<file path="src/rtl/framebuffer_reader.sv">
`timescale 1ns/1ps
`default_nettype none
//==============================================================================
// framebuffer_reader : burst-read DMA streaming a 4-pixel/word frame as pixels
// Rev 1.0
//==============================================================================
module framebuffer_reader #(
  parameter logic [7:0] customInstructionId = 8'd0,
  parameter int         fifoDepthLog2       = 5,
  parameter int         maxBurst            = 16
) (
  input  logic        clock,
  input  logic        reset,
  input  logic        ciStart,
  input  logic        ciCke,
  input  logic [7:0]  ciN,
  input  logic [31:0] ciValueA,
  input  logic [31:0] ciValueB,
  output logic [31:0] ciResult,
  output logic        ciDone,
  output logic        requestBus,
  input  logic        busGrant,
  output logic        beginTransactionOut,
  output logic [31:0] addressDataOut,
  output logic        endTransactionOut,
  output logic [3:0]  byteEnablesOut,
  output logic        readNotWriteOut,
  output logic [7:0]  burstSizeOut,
  input  logic [31:0] addressDataIn,
  input  logic        dataValidIn,
  input  logic        endTransactionIn,
  input  logic        busyIn,
  input  logic        busErrorIn,
  output logic [7:0]  pixelData,
  output logic        pixelValid,
  input  logic        pixelReady,
  output logic        frameStart
);

  localparam logic [fifoDepthLog2:0] c_depth       = (fifoDepthLog2+1)'(1 << fifoDepthLog2);
  localparam logic [fifoDepthLog2:0] c_burst_slots = (fifoDepthLog2+1)'(maxBurst);
  localparam logic [19:0]            c_max_burst   = 20'(maxBurst);

  typedef enum logic [2:0] {
    ST_IDLE    = 3'd0,
    ST_REQUEST = 3'd1,
    ST_INIT    = 3'd2,
    ST_WAIT    = 3'd3,
    ST_ERROR   = 3'd4
  } state_t;

  state_t      state_q;
  logic [31:0] addr_q, bus_addr_q;
  logic [19:0] remaining_q;
  logic [7:0]  burst_q;
  logic        request_q, begin_q, end_q;

  logic [31:0] base_q, base_d;
  logic [19:0] words_q, words_d, pop_left_q, pop_left_d;
  logic        running_q, running_d, continuous_q, continuous_d;
  logic        frame_done_q, frame_done_d, error_q, error_d;
  logic        in_frame_q, in_frame_d, start_pend_q, start_pend_d;

  logic [31:0]              mem_q [0:(1 << fifoDepthLog2)-1];
  logic [fifoDepthLog2:0]   count_q, count_d;
  logic [fifoDepthLog2-1:0] wr_ptr_q, wr_ptr_d, rd_ptr_q, rd_ptr_d;
  logic [1:0]               byte_sel_q, byte_sel_d;

  logic                   w_ci_active, w_frame_start, w_push, w_pop, w_fire, w_pix_valid;
  logic [fifoDepthLog2:0] w_free;
  logic [7:0]             w_burst_len, w_head_byte;
  logic [31:0]            w_head;
  logic                   w_unused;

  assign w_unused      = ^{ciValueA[31:3], busyIn};
  assign w_ci_active   = ciStart && ciCke && (ciN == customInstructionId);
  assign w_free        = c_depth - count_q;
  assign w_burst_len   = (remaining_q >= c_max_burst) ? 8'(maxBurst) : remaining_q[7:0];
  assign w_frame_start = running_q && (state_q == ST_IDLE) && (count_q == '0) &&
                         !in_frame_q && (words_q != 20'd0);
  // Words arriving alongside an error are dropped with the rest of the burst.
  assign w_push        = (state_q == ST_WAIT) && dataValidIn && !busErrorIn;
  assign w_pix_valid   = (count_q != '0);
  assign w_fire        = w_pix_valid && pixelReady;
  assign w_pop         = w_fire && (byte_sel_q == 2'd3);
  assign w_head        = mem_q[rd_ptr_q];

  always_comb begin
    case (byte_sel_q)
      2'd0:    w_head_byte = w_head[7:0];
      2'd1:    w_head_byte = w_head[15:8];
      2'd2:    w_head_byte = w_head[23:16];
      default: w_head_byte = w_head[31:24];
    endcase
  end

  assign ciDone              = w_ci_active;
  assign requestBus          = request_q;
  assign beginTransactionOut = begin_q;
  assign addressDataOut      = bus_addr_q;
  assign endTransactionOut   = end_q;
  assign byteEnablesOut      = begin_q ? 4'hF : 4'h0;
  assign readNotWriteOut     = begin_q;
  assign burstSizeOut        = burst_q;
  assign pixelValid          = w_pix_valid;
  assign pixelData           = w_pix_valid ? w_head_byte : 8'd0;
  assign frameStart          = start_pend_q && w_pix_valid;

  always_comb begin
    ciResult = 32'd0;
    if (w_ci_active) begin
      case (ciValueA[2:0])
        3'd0:    ciResult = base_q;
        3'd3:    ciResult = {12'd0, words_q};
        3'd5:    ciResult = {29'd0, error_q, frame_done_q, running_q};
        default: ciResult = 32'd0;
      endcase
    end
  end

  // Bus outputs are registered and follow the state being entered.
  always_ff @(posedge clock) begin
    if (!reset) begin
      state_q     <= ST_IDLE;
      addr_q      <= 32'd0;
      remaining_q <= 20'd0;
      request_q   <= 1'b0;
      begin_q     <= 1'b0;
      end_q       <= 1'b0;
      bus_addr_q  <= 32'd0;
      burst_q     <= 8'd0;
    end else begin
      request_q  <= 1'b0;
      begin_q    <= 1'b0;
      end_q      <= 1'b0;
      bus_addr_q <= 32'd0;
      burst_q    <= 8'd0;
      case (state_q)
        ST_IDLE: begin
          if (w_frame_start) begin
            addr_q      <= base_q;
            remaining_q <= words_q;
          end else if ((remaining_q != 20'd0) && (w_free >= c_burst_slots)) begin
            state_q   <= ST_REQUEST;
            request_q <= 1'b1;
          end
        end
        ST_REQUEST: begin
          if (busGrant) begin
            state_q    <= ST_INIT;
            begin_q    <= 1'b1;
            bus_addr_q <= addr_q;
            burst_q    <= w_burst_len - 8'd1;
          end else begin
            request_q <= 1'b1;
          end
        end
        ST_INIT: state_q <= ST_WAIT;
        ST_WAIT: begin
          if (busErrorIn) begin
            state_q <= ST_ERROR;
            end_q   <= 1'b1;
          end else begin
            if (dataValidIn && (remaining_q != 20'd0)) begin
              addr_q      <= addr_q + 32'd4;
              remaining_q <= remaining_q - 20'd1;
            end
            if (endTransactionIn) state_q <= ST_IDLE;
          end
        end
        ST_ERROR: begin
          state_q     <= ST_IDLE;
          remaining_q <= 20'd0;
        end
        default: state_q <= ST_IDLE;
      endcase
    end
  end

  always_comb begin
    base_d       = base_q;
    words_d      = words_q;
    running_d    = running_q;
    continuous_d = continuous_q;
    frame_done_d = frame_done_q;
    error_d      = error_q;
    in_frame_d   = in_frame_q;
    pop_left_d   = pop_left_q;
    start_pend_d = start_pend_q;
    if (w_ci_active) begin
      case (ciValueA[2:0])
        3'd1: base_d  = {ciValueB[31:2], 2'b00};
        3'd2: words_d = ciValueB[19:0];
        3'd4: begin
          case (ciValueB[1:0])
            2'b01: begin running_d = 1'b1; continuous_d = 1'b1; end
            2'b10: begin running_d = 1'b1; continuous_d = 1'b0; end
            2'b00: begin
              continuous_d = 1'b0;
              if (!in_frame_q) running_d = 1'b0;
            end
            default: ;
          endcase
        end
        3'd5: begin frame_done_d = 1'b0; error_d = 1'b0; end
        default: ;
      endcase
    end
    if (w_frame_start) begin
      in_frame_d   = 1'b1;
      pop_left_d   = words_q;
      start_pend_d = 1'b1;
    end
    if (w_fire) start_pend_d = 1'b0;
    // A flag set here overrides the clear from a same-cycle status read.
    if (w_pop && in_frame_q) begin
      pop_left_d = pop_left_q - 20'd1;
      if (pop_left_q == 20'd1) begin
        frame_done_d = 1'b1;
        in_frame_d   = 1'b0;
        if (!continuous_d) running_d = 1'b0;
      end
    end
    if (state_q == ST_ERROR) begin
      error_d    = 1'b1;
      running_d  = 1'b0;
      in_frame_d = 1'b0;
    end
  end

  always_comb begin
    count_d    = count_q;
    wr_ptr_d   = wr_ptr_q;
    rd_ptr_d   = rd_ptr_q;
    byte_sel_d = byte_sel_q;
    if (w_push) wr_ptr_d = wr_ptr_q + fifoDepthLog2'(1);
    if (w_pop)  rd_ptr_d = rd_ptr_q + fifoDepthLog2'(1);
    if (w_fire) byte_sel_d = byte_sel_q + 2'd1;
    if (w_push && !w_pop)      count_d = count_q + (fifoDepthLog2+1)'(1);
    else if (!w_push && w_pop) count_d = count_q - (fifoDepthLog2+1)'(1);
  end

  always_ff @(posedge clock) begin
    if (!reset) begin
      base_q       <= 32'd0;
      words_q      <= 20'd0;
      running_q    <= 1'b0;
      continuous_q <= 1'b0;
      frame_done_q <= 1'b0;
      error_q      <= 1'b0;
      in_frame_q   <= 1'b0;
      pop_left_q   <= 20'd0;
      start_pend_q <= 1'b0;
      count_q      <= '0;
      wr_ptr_q     <= '0;
      rd_ptr_q     <= '0;
      byte_sel_q   <= 2'd0;
    end else begin
      base_q       <= base_d;
      words_q      <= words_d;
      running_q    <= running_d;
      continuous_q <= continuous_d;
      frame_done_q <= frame_done_d;
      error_q      <= error_d;
      in_frame_q   <= in_frame_d;
      pop_left_q   <= pop_left_d;
      start_pend_q <= start_pend_d;
      count_q      <= count_d;
      wr_ptr_q     <= wr_ptr_d;
      rd_ptr_q     <= rd_ptr_d;
      byte_sel_q   <= byte_sel_d;
    end
  end

  always_ff @(posedge clock) begin
    if (w_push) mem_q[wr_ptr_q] <= addressDataIn;
  end

`ifndef SYNTHESIS
  a_no_overflow : assert property (@(posedge clock) disable iff (!reset)
    !(w_push && !w_pop && (count_q == c_depth)));
`endif

endmodule
`default_nettype wire
</file>
<file path="config.mk">
export PLATFORM = sky130hd
export DESIGN_NAME = framebuffer_reader
export DESIGN_NICKNAME = d
export VERILOG_FILES = /design/src/rtl/framebuffer_reader.sv
export SDC_FILE = /design/constraint.sdc
export NUM_CORES = 1
export LEC_CHECK = 0
export ABC_CLOCK_PERIOD_IN_PS = 5850
export BUFFER_PORTS_ARGS = -buffer_cell sky130_fd_sc_hd__buf_2
export CORE_ASPECT_RATIO = 0.8
export CORE_MARGIN = 2
export CORE_UTILIZATION = 61
export DETAILED_ROUTE_END_ITERATION = 10
export MAX_ROUTING_LAYER = met4
export PLACE_DENSITY_LB_ADDON = 0.05
export SYNTH_ARGS = -nofsm -noshare
export SYNTH_HDL_FRONTEND = slang
export SYNTH_SLANG_ARGS = --single-unit
</file>
<file path="constraint.sdc">
create_clock -name clock -period 5.85 [get_ports clock]
set_input_delay 0.8775 -clock clock [delete_from_list [all_inputs] [get_ports clock]]
set_output_delay 0.8775 -clock clock [all_outputs]
set_load 0.005 [all_outputs]
</file>
==> flow_summary_export.csv <==
group,metric,value,unit
worst_setup_path,cp_slowest_cell,"dfxtp_4",
detailed_routing,wl,124500,microns
clock_network,htree_levels,3,
power,ir_drop,0.0003058,V
worst_setup_path,cp-end-kind,"output port",
timing,final_max_slew_viol_count,0,
die,initial_core_util,61.62,%
worst_setup_path,required,4.97,ns
placement,placed_area,50820,sq um
timing,period_minus_slack,5.024,ns
yosys,yosysSeqAreaShare,71.34,%
worst_setup_path,cp_max_fo,26,
detailed_routing,drc,0,
clock_network,clkTransAtPathRegs,0.07,ns
worst_setup_path,critPathArrivalTime,4.15,ns
clock_network,cts_setup_buffers,0,
global_route,overflow,0,
cells_and_area,final_util,69.26,%
detailed_routing,dr_total_vias,27809,
worst_setup_path,crit_top_cell,"mux4_2",
timing,max_freq,199.0,MHz
worst_setup_path,reg2reg_to,"count_q[5]$_SDFFE_PN0P_",
power,p_per_area,324.1,nW/um^2
clock_network,hold_buffers,0,
yosys,yosysUniqueCellTypes,86,
die,dieArea,81820,sq um
placement,port-buffer-count,172,
yosys,synth_area_leaders,"edfxtp_1, mux4_2, dfxtp_1",
yosys,yosys.area.top_type,"edfxtp_1",
yosys,syn-cell-area,48520,sq um
timing,fin_crit_sh,85.88,%
placement,placedCellCount,3969,
detailed_routing,postRouteAntennaNets,0,
worst_setup_path,start_kind,"register",
timing,finalSetupTns,0,ns
worst_setup_path,endpoint,"pixelData[6]",
worst_setup_path,regToRegSetupSlack,1.80,ns
clock_network,cts_buffer_depth,3,
cells_and_area,final_area,54530,sq um
timing,worstMarginPinSlew,1.309,ns
placement,gp_congestion,0.8807,
die,dieHeight,256.3,microns
yosys,syn_area_per_cell,17.03,sq um
detailed_routing,drtIter0Drc,3822,
placement,place_hpwl,74910,microns
yosys,synth-seq-cells,1217,
cells_and_area,syn_to_final_growth,12.40,%
detailed_routing,vias_per_cell,6.637,
worst_setup_path,worst-path-buf-inv,2,
worst_setup_path,path_class,"register to output port",
die,core_area,78740,sq um
global_route,grt_pass1_wl,180800,microns
cells_and_area,final_common_cell,"edfxtp_1",
timing,finalHoldViolations,0,
timing,slew_headroom,12.76,%
yosys,synth-edff-count,1024,
die,row_count,92,
yosys,yosysTopAreaCellShare,63.38,%
power,leakagePower,17.43,nW
global_route,grt_usage,31.60,%
hold_path,hp-class,"primary input to register",
worst_setup_path,cpPeakStageDelay,0.72,ns
timing,finClkSkew,0.02187,ns
global_route,grt_max_degree,89,
clock_network,cts.sinks,1217,
global_route,grt_pass1_vias,27063,
clock_network,insertion_delay,0.69,ns
clock_network,cts_tree,"yes",
die,die_w,319.3,microns
cells_and_area,layout_common_cells,"edfxtp_1, mux4_2, nand2_1",
worst_setup_path,path_depth,8,
cells_and_area,layoutNonFillerInstCount,4190,
status,outcome,"completed",
worst_setup_path,timing.critical_path.max_delay_family,"multiplexers",
job,maxCapViolations,0,
clock_network,cts_buffers,114,
yosys,postSynthCellCount,2849,
clock_network,cts-root-buf,"clkbuf_16",
worst_setup_path,ff2ff_path_depth,16,
yosys,synth_flop_cell,"edfxtp_1",
timing,grt_setup_unrepaired,"false",
global_route,antenna_found_initial,12,
yosys,async_flop_share,0,%
worst_setup_path,rr_startpoint,"count_q[0]$_SDFFE_PN0P_",
die,ios,205,
cells_and_area,layout.nets,3190,
clock_network,cts_resized,0,
detailed_routing,wl_per_cell,29.72,microns
cells_and_area,drive_above_1_share,24.83,%
timing,setup_violations,0,
yosys,synth_warnings,0,
detailed_routing,dr.pass1.iters,6,
worst_setup_path,path_cells,"buf_4, mux4_2, mux4_2, nor2_1, o21ai_0, a221oi_1, nor3_1, buf_2",
-- area by class of cell --
type	instances	area, sq um
fill	5171	24200
clock inverter	75	684.4
timing repair buffer	255	1572
sequential	1217	34630
tap	1034	1294
antenna	10	25.02
inverter	27	103.9
multi-input combinational	1436	13220
clock buffer	136	3008
-- logic make-up (layout without fill, tap and decap cells) --
logic type | count (synthesis) | count (layout) | share of synthesized area [%]
adder cells (fa/ha/maj) | 25 | 25 | 0.6602
other | 1 | 12 | 0.007729
flip-flops | 1217 | 1217 | 71.34
AND/OR/NAND/NOR | 648 | 648 | 6.176
XOR/XNOR | 20 | 20 | 0.3610
buffers and inverters | 197 | 493 | 1.944
multiplexers | 347 | 347 | 14.23
AO/OA/AOI/OAI | 394 | 394 | 5.276
-- worst register-to-register path: stages, from the launching register on --
cell and delay (ns):
dfxtp_1 0.35, or4_1 0.69, nor3_2 0.16, buf_4 0.31, inv_2 0.14, and3_1 0.30, inv_1 0.11, ha_1 0.25
inv_1 0.13, ha_1 0.30, a21o_1 0.19, a21oi_1 0.22, o21bai_1 0.09, a21oi_1 0.19, xnor2_1 0.10, or3_1 0.31
a21oi_1 0.14
-- synth_stat cells, types with 8 or more instances --
| cell type | instances |
|---|---|
| nand2_1 | 238 |
| o21ai_1 | 18 |
| buf_2 | 46 |
| nor2_1 | 186 |
| nor3_1 | 31 |
| a22oi_1 | 53 |
| a211oi_1 | 15 |
| mux2i_1 | 61 |
| nand4_1 | 9 |
| or3_1 | 9 |
| a21oi_1 | 156 |
| a221oi_1 | 9 |
| nor4_1 | 11 |
| xor2_1 | 12 |
| dfxtp_1 | 193 |
| mux4_2 | 273 |
| nand2b_1 | 8 |
| xnor2_1 | 8 |
| a31oi_1 | 17 |
| ha_1 | 24 |
| and3_1 | 33 |
| buf_4 | 33 |
| inv_1 | 23 |
| and2_1 | 39 |
| edfxtp_1 | 1024 |
| mux2_2 | 13 |
| o21ai_0 | 42 |
| clkbuf_1 | 77 |
| nor2b_1 | 12 |
| nand3_1 | 34 |
| buf_1 | 11 |
| o211ai_1 | 8 |
-- how the worst min path moves through the flow --
stage,startpoint,endpoint,slack (ns),cells after the start
floorplan,error_q$_SDFFE_PN0P_,error_q$_SDFFE_PN0P_,0.44,2
detailed placement,error_q$_SDFFE_PN0P_,error_q$_SDFFE_PN0P_,0.47,2
global route,ciValueB[29],base_q[29]$_SDFFE_PN0P_,0.41,3
CTS,ciValueB[29],base_q[29]$_SDFFE_PN0P_,0.39,3
global placement,remaining_q[17]$_SDFFE_PN0P_,remaining_q[17]$_SDFFE_PN0P_,0.46,2
finish,ciValueB[29],base_q[29]$_SDFFE_PN0P_,0.43,3
-- power by group --
group / total, mW / switching [mW] / internal [mW] / leakage, nW
sequential: 9.47 / 0.0423 / 9.43 / 10.8
combinational: 0.872 / 0.611 / 0.261 / 4.86
clock: 7.33 / 3.18 / 4.15 / 1.81
total: 17.7 / 3.84 / 13.8 / 17.4
-- registers in the layout, summed over array words and instances (netlist names), 2 cells and up, named ones only --
register and cells:
count_q 6, state_q 3, rd_ptr_q 5, addressDataOut 30, remaining_q 20, byte_sel_q 2
addr_q 30, mem_q 1024, wr_ptr_q 5, words_q 20, base_q 30, pop_left_q 20
burstSizeOut 8
-- metrics by stage --
| stage | setup slack, ns | hold WS (ns) | power, mW |
|---|---|---|---|
| 6_report | 0.8260 | 0.4318 | 17.68 |
| 5_1_grt | 0.6600 | 0.4131 | 18.17 |
| 4_1_cts | 0.7222 | 0.3937 | 17.74 |
| 3_5_place_dp | 1.474 | 0.4696 | 10.51 |
| 3_3_place_gp | 1.473 | 0.4598 | 10.47 |
| 2_1_floorplan | 0.4499 | 0.4366 | 10.21 |
-- routing by layer --
metal	GRT usage, %	part of all wire [%]	wire length (microns)
met3	8.309	11	13860
met1	46.29	41	51520
met2	45.19	45	56420
met5	-	0	0
met4	7.246	2.2	2741
Note: power is estimated with default switching activity, not from simulation.
